## config.mk

```make
export PLATFORM = sky130hd
export DESIGN_NAME = fu_sched_flat
export DESIGN_NICKNAME = d
export VERILOG_FILES = /design/src/rtl/fu_sched_if.sv /design/src/rtl/fu_sched.sv /design/src/flat_wrapper.sv
export SDC_FILE = /design/constraint.sdc
export NUM_CORES = 1
export LEC_CHECK = 0
export CAP_MARGIN = 20
export CELL_PAD_IN_SITES_DETAIL_PLACEMENT = 1
export CELL_PAD_IN_SITES_GLOBAL_PLACEMENT = 2
export CORE_MARGIN = 2
export CORE_UTILIZATION = 25
export CTS_CLUSTER_DIAMETER = 150
export DETAILED_ROUTE_END_ITERATION = 8
export PLACE_DENSITY = 0.68
export SETUP_SLACK_MARGIN = 0.02
export SLEW_MARGIN = 20
export SYNTH_ARGS = -nofsm -noshare
export SYNTH_HDL_FRONTEND = slang
export SYNTH_SLANG_ARGS = --single-unit
export TNS_END_PERCENT = 20
```

## constraint.sdc

```tcl
create_clock -name clk -period 6 [get_ports clk]
set_clock_uncertainty 0.15 [all_clocks]
set_input_delay 1.5 -clock clk [delete_from_list [all_inputs] [get_ports clk]]
set_output_delay 1.5 -clock clk [all_outputs]
set_load 0.01 [all_outputs]
```

## src/rtl/fu_sched_if.sv

```systemverilog
// fu_sched_if: issue-side bundle between the issue stage (master) and the
// function-unit scheduler (slave).
//   redir       master->slave  pipeline redirect / flush
//   lsu_ready   master->slave  LSU can take an op this cycle
//   iss_bundle  master->slave  iwd issued ops (valid = opid[15], class mask = fu, dest = prda)
//   issue       slave->master  per-lane acceptance, combinational, always a prefix
//   fu_ready    slave->master  per-class availability {DIV,MUL,LSU,BR,ALU}
//   ex_bundle   slave->master  ewd registered execute lanes (ALU..., BR, LSU, MD)
//   md_wb_*     slave->master  mul/div completion wakeup
interface fu_sched_if #(
   parameter int iwd = 4,
   parameter int ewd = 4
);
   typedef struct packed {
      logic [15:0] opid;
      logic [4:0]  fu;
      logic [15:0] prda;
   } iss_bundle_t;

   logic           redir;
   logic           lsu_ready;
   iss_bundle_t    iss_bundle [iwd];
   logic [iwd-1:0] issue;
   logic [4:0]     fu_ready;
   iss_bundle_t    ex_bundle [ewd];
   logic           md_wb_valid;
   logic [15:0]    md_wb_prd;
   logic [15:0]    md_wb_opid;

   modport master (
      output redir, lsu_ready, iss_bundle,
      input  issue, fu_ready, ex_bundle, md_wb_valid, md_wb_prd, md_wb_opid
   );

   modport slave (
      input  redir, lsu_ready, iss_bundle,
      output issue, fu_ready, ex_bundle, md_wb_valid, md_wb_prd, md_wb_opid
   );
endinterface

```

## src/rtl/fu_sched.sv

```systemverilog
// fu_sched: accepts up to iwd issued ops per cycle against function-unit
// availability, routes accepted ops onto registered execute lanes, and tracks
// the pipelined multiplier and iterative divider to broadcast their completion.
//   clk   in  clock
//   rst   in  synchronous active-high reset
//   bus   fu_sched_if.slave (see interface header for signal list)
//
// Divider states:
//   state   | meaning
//   st_idle | no divide in flight; MUL and DIV may be accepted
//   st_busy | divide iterating, div_cnt counts down to 0
//   st_done | result cycle: md_wb carries the latched divide dest/opid
module fu_sched #(
   parameter int iwd     = 4,
   parameter int alu_n   = 1,
   parameter int mul_lat = 3,
   parameter int div_lat = 16
) (
   input logic       clk,
   input logic       rst,
   fu_sched_if.slave bus
);
   localparam int ewd   = alu_n + 3;
   localparam int br_l  = alu_n;
   localparam int lsu_l = alu_n + 1;
   localparam int md_l  = alu_n + 2;
   localparam int cw    = $clog2(div_lat) + 1;
   localparam int aw    = $clog2(alu_n) + 1;

   localparam logic [1:0] st_idle = 2'd0;
   localparam logic [1:0] st_busy = 2'd1;
   localparam logic [1:0] st_done = 2'd2;

   typedef struct packed {
      logic [15:0] opid;
      logic [4:0]  fu;
      logic [15:0] prda;
   } iss_bundle_t;

   logic [1:0]         div_st;
   logic [cw-1:0]      div_cnt;
   logic [15:0]        div_prd, div_opid;
   logic [mul_lat-1:0] mul_v;
   logic [15:0]        mul_prd  [mul_lat];
   logic [15:0]        mul_opid [mul_lat];
   logic               mul_wb_v;
   logic [15:0]        mul_wb_prd, mul_wb_opid;
   logic [4:0]         rdy;
   iss_bundle_t        ex_nxt [ewd];
   logic [iwd-1:0]     acc;
   logic               mul_go, div_go;
   logic [15:0]        md_prd_in, md_opid_in;

   // DIV additionally waits for the mul pipe to drain so the two never
   // complete in the same cycle.
   assign rdy = {(div_st == st_idle) && (mul_v == '0), div_st == st_idle,
                 bus.lsu_ready, 1'b1, 1'b1};
   assign bus.fu_ready = rdy;
   assign bus.issue    = acc;

   always_comb begin
      logic [aw-1:0] alu_used;
      logic          br_b, lsu_b, md_b, scan, hit;
      logic [2:0]    cls;
      logic [4:0]    avail;
      alu_used   = '0;
      br_b       = 1'b1;
      lsu_b      = 1'b1;
      md_b       = 1'b1;
      scan       = !rst && !bus.redir;
      acc        = '0;
      mul_go     = 1'b0;
      div_go     = 1'b0;
      md_prd_in  = '0;
      md_opid_in = '0;
      hit        = 1'b0;
      cls        = '0;
      avail      = '0;
      for (int l = 0; l < ewd; l++) ex_nxt[l] = '0;
      for (int i = 0; i < iwd; i++) begin
         hit   = 1'b0;
         cls   = '0;
         avail = rdy & {md_b, md_b, lsu_b, br_b, alu_used != aw'(alu_n)};
         if (scan && bus.iss_bundle[i].opid[15]) begin
            // descending walk so the lowest eligible class wins
            for (int c = 4; c >= 0; c--) begin
               if (bus.iss_bundle[i].fu[c] && avail[c]) begin
                  hit = 1'b1;
                  cls = 3'(c);
               end
            end
         end
         // first lane that cannot go ends the scan; accepted set stays a prefix
         if (!hit) begin
            scan = 1'b0;
         end else begin
            acc[i] = 1'b1;
            case (cls)
               3'd0: begin
                  for (int a = 0; a < alu_n; a++)
                     if (alu_used == aw'(a)) ex_nxt[a] = bus.iss_bundle[i];
                  alu_used = alu_used + aw'(1);
               end
               3'd1: begin
                  ex_nxt[br_l] = bus.iss_bundle[i];
                  br_b = 1'b0;
               end
               3'd2: begin
                  ex_nxt[lsu_l] = bus.iss_bundle[i];
                  lsu_b = 1'b0;
               end
               3'd3, 3'd4: begin
                  ex_nxt[md_l] = bus.iss_bundle[i];
                  md_b       = 1'b0;
                  mul_go     = (cls == 3'd3);
                  div_go     = (cls == 3'd4);
                  md_prd_in  = bus.iss_bundle[i].prda;
                  md_opid_in = bus.iss_bundle[i].opid;
               end
               default: ;
            endcase
         end
      end
   end

   always_ff @(posedge clk) begin
      if (rst || bus.redir) begin
         for (int l = 0; l < ewd; l++) bus.ex_bundle[l] <= '0;
         mul_v <= '0;
         for (int s = 0; s < mul_lat; s++) begin
            mul_prd[s]  <= '0;
            mul_opid[s] <= '0;
         end
         mul_wb_v    <= 1'b0;
         mul_wb_prd  <= '0;
         mul_wb_opid <= '0;
         div_st      <= st_idle;
         div_cnt     <= '0;
         div_prd     <= '0;
         div_opid    <= '0;
      end else begin
         for (int l = 0; l < ewd; l++) bus.ex_bundle[l] <= ex_nxt[l];
         mul_v[0]    <= mul_go;
         mul_prd[0]  <= md_prd_in;
         mul_opid[0] <= md_opid_in;
         for (int s = 1; s < mul_lat; s++) begin
            mul_v[s]    <= mul_v[s-1];
            mul_prd[s]  <= mul_prd[s-1];
            mul_opid[s] <= mul_opid[s-1];
         end
         mul_wb_v    <= mul_v[mul_lat-1];
         mul_wb_prd  <= mul_prd[mul_lat-1];
         mul_wb_opid <= mul_opid[mul_lat-1];
         case (div_st)
            st_idle: if (div_go) begin
               div_st   <= st_busy;
               div_cnt  <= cw'(div_lat - 1);
               div_prd  <= md_prd_in;
               div_opid <= md_opid_in;
            end
            st_busy: begin
               if (div_cnt == '0) div_st <= st_done;
               else               div_cnt <= div_cnt - cw'(1);
            end
            st_done: div_st <= st_idle;
            default: div_st <= st_idle;
         endcase
      end
   end

   // A redirect in the completion cycle kills the wakeup.
   assign bus.md_wb_valid = !bus.redir && (mul_wb_v || (div_st == st_done));
   assign bus.md_wb_prd   = (div_st == st_done) ? div_prd  : mul_wb_prd;
   assign bus.md_wb_opid  = (div_st == st_done) ? div_opid : mul_wb_opid;
endmodule

```

## src/flat_wrapper.sv

```systemverilog
// flat-port wrapper written by rule: the top's interface ports become plain ports
module fu_sched_flat 
#(
   parameter int iwd     = 4,
   parameter int alu_n   = 1,
   parameter int mul_lat = 3,
   parameter int div_lat = 16
)
  (clk, rst, bus_redir, bus_lsu_ready, bus_iss_bundle, bus_issue, bus_fu_ready, bus_ex_bundle, bus_md_wb_valid, bus_md_wb_prd, bus_md_wb_opid);
  fu_sched_if #(.iwd(iwd), .ewd((alu_n + 3))) bus_i ();
  input logic clk;
  input logic rst;
  input wire logic [$bits(bus_i.redir)-1:0] bus_redir;
  input wire logic [$bits(bus_i.lsu_ready)-1:0] bus_lsu_ready;
  input wire logic [$bits(bus_i.iss_bundle)-1:0] bus_iss_bundle;
  output wire logic [$bits(bus_i.issue)-1:0] bus_issue;
  output wire logic [$bits(bus_i.fu_ready)-1:0] bus_fu_ready;
  output wire logic [$bits(bus_i.ex_bundle)-1:0] bus_ex_bundle;
  output wire logic [$bits(bus_i.md_wb_valid)-1:0] bus_md_wb_valid;
  output wire logic [$bits(bus_i.md_wb_prd)-1:0] bus_md_wb_prd;
  output wire logic [$bits(bus_i.md_wb_opid)-1:0] bus_md_wb_opid;
  assign bus_i.redir = bus_redir;
  assign bus_i.lsu_ready = bus_lsu_ready;
  assign bus_i.iss_bundle = {>>{bus_iss_bundle}};
  assign bus_issue = bus_i.issue;
  assign bus_fu_ready = bus_i.fu_ready;
  assign bus_ex_bundle = {>>{bus_i.ex_bundle}};
  assign bus_md_wb_valid = bus_i.md_wb_valid;
  assign bus_md_wb_prd = bus_i.md_wb_prd;
  assign bus_md_wb_opid = bus_i.md_wb_opid;
  fu_sched #(.iwd(iwd), .alu_n(alu_n), .mul_lat(mul_lat), .div_lat(div_lat)) u_core (.clk(clk), .rst(rst), .bus(bus_i));
endmodule
```

After elaboration in Yosys (flattened, before gate mapping). Memory sizes are Yosys's and may differ from the RTL's. A register that Yosys moved wholly into a read port is not among the register bits. Index checks and enable logic that the tools add are counted. Widths: inputs -> output; s select.

Memory bits (read-only): 0. Memories: 2. Output and inout port bits: 190. Logic and storage cells: 251. Bits in registers: 191. Input port bits: 152. Bits in writable memories: 96. Bits in latches: 0.

Magnitude comparators: 0. Multiplexer cells: 151. Bitwise logic cells: 12. Shifts and indexed selects: 0. Multipliers: 0. Add/sub/neg operators: 3. Equal/unequal tests: 21. Divide/modulo/power cells: 0. Reduce and logical (&&, ||, !) cells: 44.

Memories: u_core.mul_opid (depth 3, width 16, rd ports 3, clocked after Yosys merged registers in 1, write ports 3, line fu_sched.sv:45) `logic [15:0] mul_opid [mul_lat];`; u_core.mul_prd (depth 3, width 16, rd ports 3, clocked after Yosys merged registers in 1, write ports 3, line fu_sched.sv:44) `logic [15:0] mul_prd [mul_lat];`.

Operator list (number): $mux 37 (19); $mux 148 (4); $mux 16 (24); $mux 1 (74); $mux 3 (24); $logic_and 1x1->1 (25); $eq 3x2->1 const B (8); $and 5x5->5 (3); $logic_not 3->1 (5); $eq 3x1->1 const B (4); $eq 3x3->1 const B (4); $mux 5 (2); $pmux 5 s2 (1); $reduce_or 2->1 (4); $or 1x1->1 (6); $logic_not 5->1 (1); $sub 5x1->5 const B (1); $mux 2 (2); $ne 2x2->1 const B (2); $pmux 2 s2 (1); $reduce_and 2->1 (2); $not 1->1 (3); $reduce_and 3->1 (1); $add 1x1->1 const B (2); other kinds (7) (9).

Longest topological paths before layout.
Word-level depth: 51. Depth in mapped cells: 15. Gate-level depth less buffers: 10.

Least setup slack after synthesis. OpenSTA, ideal clock, no wires.

Path type: input to output. From: input port bus_iss_bundle[129]. To: output port bus_issue[3]. Path buffers: 3. Data required time: 4350 ps. Cell stages on the path: 12. Data arrival time: 3902 ps. Path slack: 448 ps. Path through: buf_2 -> a211oi_1 -> nand2_1 -> o21ba_1 -> or3_1 -> clkbuf_1 -> a41oi_1 -> and4bb_1 -> buf_6 -> nor4_1 -> o31ai_1 -> inv_2.

Cells in the longest elaborated chain, start to end: 42. Elaborated cells on any way between the ends: 111. Classes of those cells: 2 x add/sub; 12 x eq/ne; 66 x mux; 6 x bitwise; 25 x reduce/logical.

Ends and longest elaborated chain: start: declaration (line flat_wrapper.sv:15) `input wire logic [$bits(bus_i.iss_bundle)-1:0] bus_iss_bundle;`; $logic_and 1x1->1 (*) (line fu_sched.sv:87) `if (bus.iss_bundle[i].fu[c] && avail[c]) begin`; $mux 3 (3 in series) (line fu_sched.sv:87); $mux 3 (line fu_sched.sv:84) `if (scan && bus.iss_bundle[i].opid[15]) begin`; $eq 3x3->1 or $eq 3x2->1 (tied branches) (line fu_sched.sv:98) `case (cls)`; $reduce_or 2->1 (line fu_sched.sv:98); $mux 1 (line fu_sched.sv:98); $mux 1 (line fu_sched.sv:94) `if (!hit) begin`; $and 5x5->5 (line fu_sched.sv:83) `avail = rdy & {md_b, md_b, lsu_b, br_b, alu_used != aw'(alu_n)};`; [20 not listed]; $reduce_or 2->1 (line fu_sched.sv:98); $mux 1 (line fu_sched.sv:98); $mux 1 (line fu_sched.sv:94); $and 5x5->5 (line fu_sched.sv:83); $logic_and 1x1->1 (line fu_sched.sv:87); $mux 1 (5 in series) (line fu_sched.sv:87); $mux 1 (*) (line fu_sched.sv:84); $mux 1 (*) (line fu_sched.sv:94); end: declaration (line flat_wrapper.sv:16) `output wire logic [$bits(bus_i.issue)-1:0] bus_issue;`.

Mark *: on every way between the ends. The rest lies on a longest branch, timed or not.

Worst setup path in the final report. Same ends and word-level chain as after synthesis.

==> impl_metrics.tcl <==
set metrics [dict create \
    async_flop_share_pct 0 \
    setup_viol_count_final 0 \
    power_w 0.00444 \
    max_freq_mhz 171 \
    ys_seq_elements 287 \
    whs_ns 0.268 \
    status "finished with violations" \
    r2r_start "u_core.div_st[0]" \
    relSlewSlack_pct 23.3 \
    yosysSeqAreaShare_pct 49.5 \
    period_share_pct 97.7 \
    vias 11200 \
    violations "DRC" \
    final_common_cell "clkdlybuf4s50_1" \
    ys_warn_count 0 \
    final_cells 2204 \
    ant_nets 0 \
    hold_path_depth 1 \
    clkSinkCount 287 \
    syn_area_sq_um 11600 \
    critPathKind "primary input to output port" \
    area_growth_pct 54.0 \
    wl_met2_microns 23900 \
    min_to "u_core.mul_opid[2][11]" \
    design_area_sq_um 17900 \
    ctsRootBufferMaster "clkbuf_16" \
    initial_core_util_pct 25.5 \
    post_drt_via_cell_ratio 5.07 \
    regToRegSetupSlack_ns 1.21 \
    ctsHoldBuffers 0 \
    final_cell_mix "clkdlybuf4s50_1 (332), dfxtp_1 (287), buf_4 (139)" \
    cts_tree "built" \
    fin_crit_ns 5.86 \
    synthFlopType "dfxtp_1" \
    arrival_ns 4.21 \
    drc 1 \
    highest_layer "met5" \
    grt_pass1_vias 11600 \
    drtIter0Drc 1120 \
    leakage_nw 7.23 \
    clkLatencyLatePin_ns 0.54 \
    synth_area_leader_cell "dfxtp_1" \
    max_cap_violations 0 \
    cts_buffers 35 \
    critPathRequiredTime_ns 4.35 \
    irDropWorstVdd_mv 0.148 \
    drt_wl_total_microns 52400 \
    hold_path_class "flip-flop to flip-flop" \
    tns_ns 0 \
    io_pins 342 \
    fin_nets 1721 \
    die_area_sq_um 48200 \
    dp_hpwl_microns 35800 \
    wire_per_inst_microns 23.8 \
    fp.dieW_microns 219 \
    gp_congestion 0.859 \
    grt_use_total_pct 21.3 \
    dp.cells 2125 \
    drive_gt1_share_pct 18.6 \
    htreeDepth 2 \
    netlist.area_leader.share_pct 49.5 \
    r2r-end "u_core.div_prd[12]" \
    end_kind "output port" \
    clkTransAtPathRegs_ns 0.06 \
    synth_cell_types 78 \
    tightest_slew_ns 1.15 \
    crit_fanout 5 \
    cts_buffer_depth 3 \
    die_y_microns 219 \
    synthesis.instances 1142 \
    hp-start "u_core.mul_opid[1][11]" \
    wl_met1_microns 22900 \
    rsz0062_at_grt "no" \
    synth-edff-count 0 \
    wl_met3_microns 3720 \
    gr-total-overflow 0 \
    port_buffers 339 \
    core_region_area_sq_um 45600 \
    synth_area_leaders "dfxtp_1 (49%), a222oi_1 (8.8%), and2_1 (5.7%), mux2i_1 (5.6%), a21oi_1 (4.7%)" \
    antenna_found_initial 15 \
    final_max_slew_viol_count 0 \
    pwr_density_cell_nw_per_um2 248 \
    postPlaceCellArea_sq_um 16500 \
    rr_worst_depth 20 \
    final_hold_viol_count 0 \
    avgSynthCellArea_sq_um 10.2 \
    grt_pass1_wl_microns 75900 \
    rows 78 \
    first_pass_iters 9 \
    critPathLaunchType "primary input" \
    grt_max_degree 56 \
]
layer usage:
metal  vias to the layer above  global-route usage, %
li1                       5124                      -
met2                       446                   32.8
met1                      5507                   28.6
met5                         -                      0
met4                         6                   9.12
met3                       102                   4.43
synthesized netlist by cell type (2+ instances only):
| master | count |
|---|---|
| dfxtp_1 | 287 |
| a21oi_1 | 108 |
| and2_1 | 105 |
| a222oi_1 | 102 |
| nor2_1 | 86 |
| clkbuf_1 | 76 |
| mux2i_1 | 65 |
| inv_1 | 44 |
| a22o_1 | 33 |
| mux2_2 | 32 |
| nand2_1 | 32 |
| o22a_1 | 30 |
| and3_1 | 7 |
| buf_2 | 7 |
| buf_4 | 7 |
| nand3_1 | 7 |
| buf_6 | 6 |
| a211oi_1 | 5 |
| a22oi_1 | 5 |
| nor3_1 | 5 |
| o21ai_0 | 5 |
| a31oi_1 | 4 |
| o211ai_1 | 4 |
| nor4_1 | 3 |
| o2111ai_1 | 3 |
| or3_1 | 3 |
| or4_1 | 3 |
| xnor2_1 | 3 |
| a21bo_2 | 2 |
| a21boi_1 | 2 |
| a311oi_1 | 2 |
| a31o_2 | 2 |
| a32oi_1 | 2 |
| buf_12 | 2 |
| ha_1 | 2 |
| mux2_1 | 2 |
| nand2b_1 | 2 |
| o21ai_1 | 2 |
| o311a_1 | 2 |
| o31a_1 | 2 |
| o31ai_1 | 2 |
| o41ai_1 | 2 |
| or2_1 | 2 |
sequential cells by signal, summed over array words and instances, names as in the netlist:
name	cells
u_core.mul_wb_prd	16
u_core.mul_wb_opid	16
u_core.mul_v	3
u_core.div_st	2
u_core.div_prd	16
u_core.div_cnt	5
u_core.div_opid	16
u_core.mul_prd	32
u_core.bus.ex_bundle	148
u_core.mul_opid	32
u_core.mul_wb_v	1
report_power, final:
part	leakage (nW)	switching [W]	internal (W)
registers	2.32	0.0000102	0.00193
logic	4.37	0.000206	0.000216
clock network	0.549	0.000845	0.00123
total	7.23	0.00106	0.00338
worst max-delay path, stage by stage:
cell and delay [ns]:
clkdlybuf4s50_1 0.45, a211oi_2 0.23, buf_4 0.17, and2_1 0.19, a21boi_4 0.09, or3_4 0.42, a311oi_4 0.26, a211oi_2 0.15
o21bai_4 0.20, o31ai_2 0.24, buf_4 0.16, inv_2 0.04, buf_6 0.11
final cells by class:
| type | instances | area (sq um) |
|---|---|---|
| clock inverters | 9 | 88.8 |
| repair buffers | 487 | 4590 |
| diodes | 12 | 30.0 |
| inverters | 45 | 169 |
| flip-flops and latches | 287 | 5750 |
| multi-input cells | 711 | 5480 |
| clock buffers | 53 | 1020 |
| fillers | 5051 | 27700 |
| well taps | 600 | 751 |
stage by stage:
stage	utilization, %	setup slack (ns)
after floorplan	-	0.448
after global placement	36.3	-0.580
after detailed placement	36.3	-0.654
after CTS	38.9	0.0221
after global routing	39.2	0.0196
final	39.2	0.137
cell families after synthesis:
group | count (synthesis) | synth area share, %
AO/OA/AOI/OAI | 332 | 22.7
XOR/XNOR | 3 | 0.226
adder cells (fa/ha/maj) | 2 | 0.216
buffers and inverters | 145 | 5.76
flip-flops | 287 | 49.5
multiplexers | 99 | 8.90
other | 1 | 0.0323
AND/OR/NAND/NOR | 273 | 12.7
worst max path at each step:
| stage | start | endpoint | depth (start not counted) |
|---|---|---|---|
| 3_3_place_gp | rst | bus_issue[3] | 15 |
| 3_5_place_dp | rst | bus_issue[3] | 13 |
| 2_1_floorplan | bus_iss_bundle[129] | bus_issue[3] | 12 |
| 5_1_grt | bus_iss_bundle[129] | bus_issue[3] | 13 |
| 4_1_cts | bus_redir | bus_issue[3] | 13 |
| 6_report | bus_iss_bundle[129] | bus_issue[3] | 13 |
what timing repair did:
action	4_1_cts	5_1_grt
pin swaps	8	15
buffers inserted	2	3
setup endpoints to repair	2	2
resized for setup	28	20
Note: power is estimated with default switching activity, not from simulation.
